File: config.mk
export PLATFORM = sky130hd
export DESIGN_NAME = enoc_node_interface
export DESIGN_NICKNAME = d
export VERILOG_FILES = /design/src/rtl/enoc_node_interface.sv
export SDC_FILE = /design/constraint.sdc
export NUM_CORES = 1
export LEC_CHECK = 0
export CORE_UTILIZATION = 59
export CTS_CLUSTER_SIZE = 24
export DETAILED_ROUTE_END_ITERATION = 16
export GPL_TIMING_DRIVEN = 1
export PLACE_DENSITY = 0.85
export SETUP_SLACK_MARGIN = 0.02
export SLEW_MARGIN = 40
export SYNTH_ARGS = -nofsm -noshare
export SYNTH_HDL_FRONTEND = slang
export SYNTH_SLANG_ARGS = --single-unit
File: constraint.sdc
create_clock -name clk -period 4.8 [get_ports clk]
set_clock_uncertainty 0.15 [all_clocks]
set_input_delay 0.72 -clock clk [delete_from_list [all_inputs] [get_ports clk]]
set_output_delay 0.72 -clock clk [all_outputs]
set_load 0.005 [all_outputs]
File: src/rtl/enoc_node_interface.sv
// Network interface between a host node and its router's local port: a TX FIFO that
// stamps packets with {dest, src, seq} and an RX FIFO that splits them back into fields.
// Optional macro ENOC_NI_STATS_EN adds saturating 16-bit TX-pop / RX-push counters.
module enoc_node_interface #(
  parameter int X_NODES       = 4,
  parameter int Y_NODES       = 4,
  parameter int NODE_ID       = 0,
  parameter int PAYLOAD_WIDTH = 32,
  parameter int TX_DEPTH      = 4,
  parameter int RX_DEPTH      = 4,
  localparam int AW = $clog2(X_NODES * Y_NODES),
  localparam int PW = 2 * AW + 8 + PAYLOAD_WIDTH
) (
  input  logic                     clk,
  input  logic                     reset,
  input  logic [PAYLOAD_WIDTH-1:0] i_host_data,
  input  logic [AW-1:0]            i_host_dest,
  input  logic                     i_host_val,
  output logic                     o_host_rdy,
  output logic [PW-1:0]            o_net_data,
  output logic                     o_net_val,
  input  logic                     i_net_en,
  input  logic [PW-1:0]            i_net_data,
  input  logic                     i_net_val,
  output logic                     o_net_en,
  output logic [PAYLOAD_WIDTH-1:0] o_host_data,
  output logic [AW-1:0]            o_host_src,
  output logic [7:0]               o_host_seq,
  output logic                     o_host_val,
  input  logic                     i_host_en
`ifdef ENOC_NI_STATS_EN
  ,
  output logic [15:0]              o_tx_count,
  output logic [15:0]              o_rx_count
`endif
);

  localparam int TPW = $clog2(TX_DEPTH);
  localparam int RPW = $clog2(RX_DEPTH);
  localparam logic [TPW:0] TX_FULL = (TPW + 1)'(TX_DEPTH);
  localparam logic [RPW:0] RX_FULL = (RPW + 1)'(RX_DEPTH);

  logic [PW-1:0]  tx_mem [TX_DEPTH];
  logic [TPW-1:0] tx_wr_reg, tx_rd_reg;
  logic [TPW:0]   tx_cnt_reg;
  logic [7:0]     tx_seq_reg;

  logic [PW-1:0]  rx_mem [RX_DEPTH];
  logic [RPW-1:0] rx_wr_reg, rx_rd_reg;
  logic [RPW:0]   rx_cnt_reg;

  logic          host_push, net_pop, rx_push, host_pop;
  logic [PW-1:0] tx_pkt, rx_head;
  logic          unused_rx_dest;

  // Ready/enable flags come straight from the occupancy registers, never from the
  // opposite side's handshake, so a full FIFO refuses even while it is being popped.
  assign o_host_rdy = (tx_cnt_reg < TX_FULL);
  assign o_net_en   = (rx_cnt_reg < RX_FULL);
  assign o_net_val  = (tx_cnt_reg != '0);
  assign o_host_val = (rx_cnt_reg != '0);

  assign host_push = i_host_val & o_host_rdy;
  assign net_pop   = o_net_val & i_net_en;
  assign rx_push   = i_net_val & o_net_en;
  assign host_pop  = o_host_val & i_host_en;

  assign tx_pkt     = {i_host_dest, AW'(NODE_ID), tx_seq_reg, i_host_data};
  assign o_net_data = tx_mem[tx_rd_reg];

  assign rx_head        = rx_mem[rx_rd_reg];
  assign o_host_data    = rx_head[PAYLOAD_WIDTH-1:0];
  assign o_host_seq     = rx_head[PAYLOAD_WIDTH +: 8];
  assign o_host_src     = rx_head[PAYLOAD_WIDTH + 8 +: AW];
  assign unused_rx_dest = ^rx_head[PW-1 -: AW];

  always_ff @(posedge clk) begin
    if (host_push) tx_mem[tx_wr_reg] <= tx_pkt;
    if (rx_push)   rx_mem[rx_wr_reg] <= i_net_data;
  end

  always_ff @(posedge clk) begin
    if (reset) begin
      tx_wr_reg  <= '0;
      tx_rd_reg  <= '0;
      tx_cnt_reg <= '0;
      tx_seq_reg <= '0;
    end else begin
      if (host_push) begin
        tx_wr_reg  <= tx_wr_reg + 1'b1;
        tx_seq_reg <= tx_seq_reg + 8'd1;
      end
      if (net_pop) tx_rd_reg <= tx_rd_reg + 1'b1;
      case ({host_push, net_pop})
        2'b10:   tx_cnt_reg <= tx_cnt_reg + 1'b1;
        2'b01:   tx_cnt_reg <= tx_cnt_reg - 1'b1;
        default: tx_cnt_reg <= tx_cnt_reg;
      endcase
    end
  end

  always_ff @(posedge clk) begin
    if (reset) begin
      rx_wr_reg  <= '0;
      rx_rd_reg  <= '0;
      rx_cnt_reg <= '0;
    end else begin
      if (rx_push)  rx_wr_reg <= rx_wr_reg + 1'b1;
      if (host_pop) rx_rd_reg <= rx_rd_reg + 1'b1;
      case ({rx_push, host_pop})
        2'b10:   rx_cnt_reg <= rx_cnt_reg + 1'b1;
        2'b01:   rx_cnt_reg <= rx_cnt_reg - 1'b1;
        default: rx_cnt_reg <= rx_cnt_reg;
      endcase
    end
  end

`ifdef ENOC_NI_STATS_EN
  logic [15:0] tx_count_reg, rx_count_reg;

  always_ff @(posedge clk) begin
    if (reset) begin
      tx_count_reg <= '0;
      rx_count_reg <= '0;
    end else begin
      if (net_pop && tx_count_reg != 16'hFFFF) tx_count_reg <= tx_count_reg + 16'd1;
      if (rx_push && rx_count_reg != 16'hFFFF) rx_count_reg <= rx_count_reg + 16'd1;
    end
  end

  assign o_tx_count = tx_count_reg;
  assign o_rx_count = rx_count_reg;
`endif

endmodule

==> results.tsv <==
stage	metric	value	unit
clocking	H-tree depth	2	
worst_setup_path	Reg2Reg Depth	8	
sta	RSZ-0062 raised after global routing	no	
worst_setup_path	Worst EP required	3930	ps
floorplan	Initial Util	59.85	%
global_routing	gr usage total	22.10	%
clocking	CTS hold repair buffers	0	
clocking	# resized after CTS	0	
cells_and_area	most frequent cells in the layout	352 x edfxtp_1, 176 x clkdlybuf4s50_1, 88 x mux4_2, 40 x clkbuf_16, 22 x dfxtp_1	
clocking	TritonCTS clock tree	yes	
sta	Max transition margin	54.35	%
cells_and_area	share of layout cells above drive strength 1	19.35	%
clocking	clk sinks	378	
clocking	deepest clock path buffer count	3	
synthesis	Mapped Cells	608	
sta	Final Cycle Share	70.75	%
sta	setup TNS	0	ps
route	Post-route DRC	0	
floorplan	Top Ports	186	
power_and_ir_drop	maximum vdd drop	432.1	uV
worst_setup_path	reg2reg end	rx_cnt_reg[2]$_SDFFE_PP0P_	
synthesis	Synth cell types	33	
synthesis	Async S/R FF share, synth	0	%
cells_and_area	commonest non-fill, non-tap cell in the layout	edfxtp_1	
clocking	Post-CTS Setup Bufs	0	
sta	Tmin final	3396	ps
route	via count	6559	
min_path	end of the worst hold path	tx_wr_reg[1]$_SDFFE_PP0P_	
worst_setup_path	worst r2r src	rx_cnt_reg[2]$_SDFFE_PP0P_	
route	number of routed nets with antenna violations	0	
route	Starting DRT DRC Count	469	
global_routing	number of global-route vias before repair	6887	
clocking	CTS Buf Count	37	
cells_and_area	Nets	903	
power_and_ir_drop	Power Dens Cells	540.7	nW/um^2
global_routing	initial antenna violation count	1	
worst_setup_path	Max Fanout on Critical Path	25	
sta	# setup viols final	0	
sta	f_max	0.2945	GHz
min_path	WHS Path Cells	2	
synthesis	commonest register cell after synthesis	edfxtp_1	
floorplan	row cnt	56	
worst_setup_path	Crit path arrival time	2530	ps
cells_and_area	P&R area growth vs syn	23.09	%
synthesis	EDFF count, synth	352	
global_routing	first-pass GRT wire length	39.34	mm
sta	Hold Worst Slack	349.7	ps
placement	routability congestion estimate	0.7309	
status	status	completed	
placement	port bufs	177	
floorplan	Die W	156.1	um
floorplan	Core Region	23400	um^2
floorplan	chip height	156.1	um
floorplan	total die area	24360	um^2
placement	HPWL Detailed	15.19	mm
synthesis	register area share after synthesis	79.19	%
sta	Worst-Margin Slew	684.7	ps
route	Vias per Instance	5.718	
min_path	Worst Hold Class	reg -> reg	
synthesis	Syn Area/Cell	23.04	um^2
route	DRT Pass-1 Iters	4	
power_and_ir_drop	Leak Pwr	5.510	nW
synthesis	Synth Cell Area	14010	um^2
global_routing	pin count of the biggest net entering global routing	45	
worst_setup_path	kind of capture point of the worst setup path	output pin	
sta	Slew Limit Fails	0	
worst_setup_path	Worst Setup Path Type	reg -> out	
clocking	Worst-Skew Late Latency	510	ps
synthesis	Synth Register Bits	378	
clocking	clock root cell	clkbuf_16	
sta	final hold vios	0	
clocking	CTS clk-pin slew, worst paths	60	ps
synthesis	Warnings, synthesis	0	
global_routing	GRT Residual Overflow	0	
route	wire per inst	23.10	um
worst_setup_path	R2R setup slack	2440	ps
min_path	hold_sp	tx_wr_reg[1]$_SDFFE_PP0P_	
worst_setup_path	Startpoint Class	flop	
run	# Max-Cap Violations	0	
route	final WL	26.49	mm
[worst max-delay path by stage]
stage	end	slack [ps]	depth (start not counted)
6_report	o_net_data[46]	1400	3
3_3_place_gp	tx_mem[0][41]$_DFFE_PP_	1600	3
2_1_floorplan	rx_mem[0][0]$_DFFE_PP_	2090	3
3_5_place_dp	rx_cnt_reg[2]$_SDFFE_PP0P_	1660	9
5_1_grt	o_net_data[9]	1250	3
4_1_cts	o_net_data[7]	1330	3
[kinds of logic after synthesis]
group                    count (synthesis)  share of synthesized area (%)
flip-flops                             378                          79.19
XOR/XNOR                                12                         0.7504
adder cells (fa/ha/maj)                 13                          1.269
AND/OR/NAND/NOR                         49                          1.921
buffers and inverters                   46                          1.715
other                                    1                        0.02677
multiplexers                            91                          14.38
AO/OA/AOI/OAI                           18                         0.7504
[routing by layer]
metal  track usage [%]  share of wire, %  vias to the layer above
met5                 0                 0                        -
met4             7.236               2.1                        0
met3             4.056               5.2                       43
met2             39.60                55                      219
met1             27.20                38                     3424
li1                  -                 -                     2873
[critical path: stages, from the launching register on]
cell	delay, ps
dfxtp_4	680
buf_12	270
mux4_2	520
clkdlybuf4s50_1	520
[cell usage after synthesis, types with 2 or more instances]
library cell / count / area share [%]
a21oi_1: 9 / 0.32
and2_1: 8 / 0.36
buf_1: 2 / 0.054
buf_2: 10 / 0.36
buf_4: 12 / 0.64
clkbuf_1: 4 / 0.11
dfxtp_1: 26 / 3.7
edfxtp_1: 352 / 75
fa_1: 2 / 0.29
ha_1: 11 / 0.98
inv_1: 16 / 0.43
mux4_2: 88 / 14
nand2_1: 5 / 0.13
nand3_1: 4 / 0.14
nor2_1: 19 / 0.51
nor2b_1: 3 / 0.13
o21ai_0: 5 / 0.18
o311ai_0: 2 / 0.13
o31a_1: 2 / 0.13
or3_1: 5 / 0.22
xnor2_1: 6 / 0.38
xor2_1: 6 / 0.38
[area by class of cell]
cell class	instances	area, um^2
clock buffer	47	1047
tap	319	399.1
sequential	378	11100
fill	1320	6162
clock inverter	19	117.6
antenna	1	2.502
inverter	17	66.31
multi-input combinational	187	2706
timing repair buffer	179	1798
[power breakdown]
part	switching, mW	internal, mW	total (mW)
logic	0.906	1.37	2.28
registers	0.240	4.05	4.29
clock network	1.16	1.60	2.75
total	2.30	7.02	9.32
[through the flow]
stage          util, %  instance area (um^2)  power [mW]  cells  setup WS (ps)
6_report         73.67                 17240       9.321   1147           1404
5_1_grt          73.67                 17240       9.679   1147           1254
4_1_cts          73.68                 17240       9.414   1146           1334
3_5_place_dp     68.70                 16080       6.646   1080           1663
3_3_place_gp     68.54                 16040       6.508   1079           1599
2_1_floorplan        -                 14020       5.481    611           2091
Note: power is estimated with default switching activity, not from simulation.
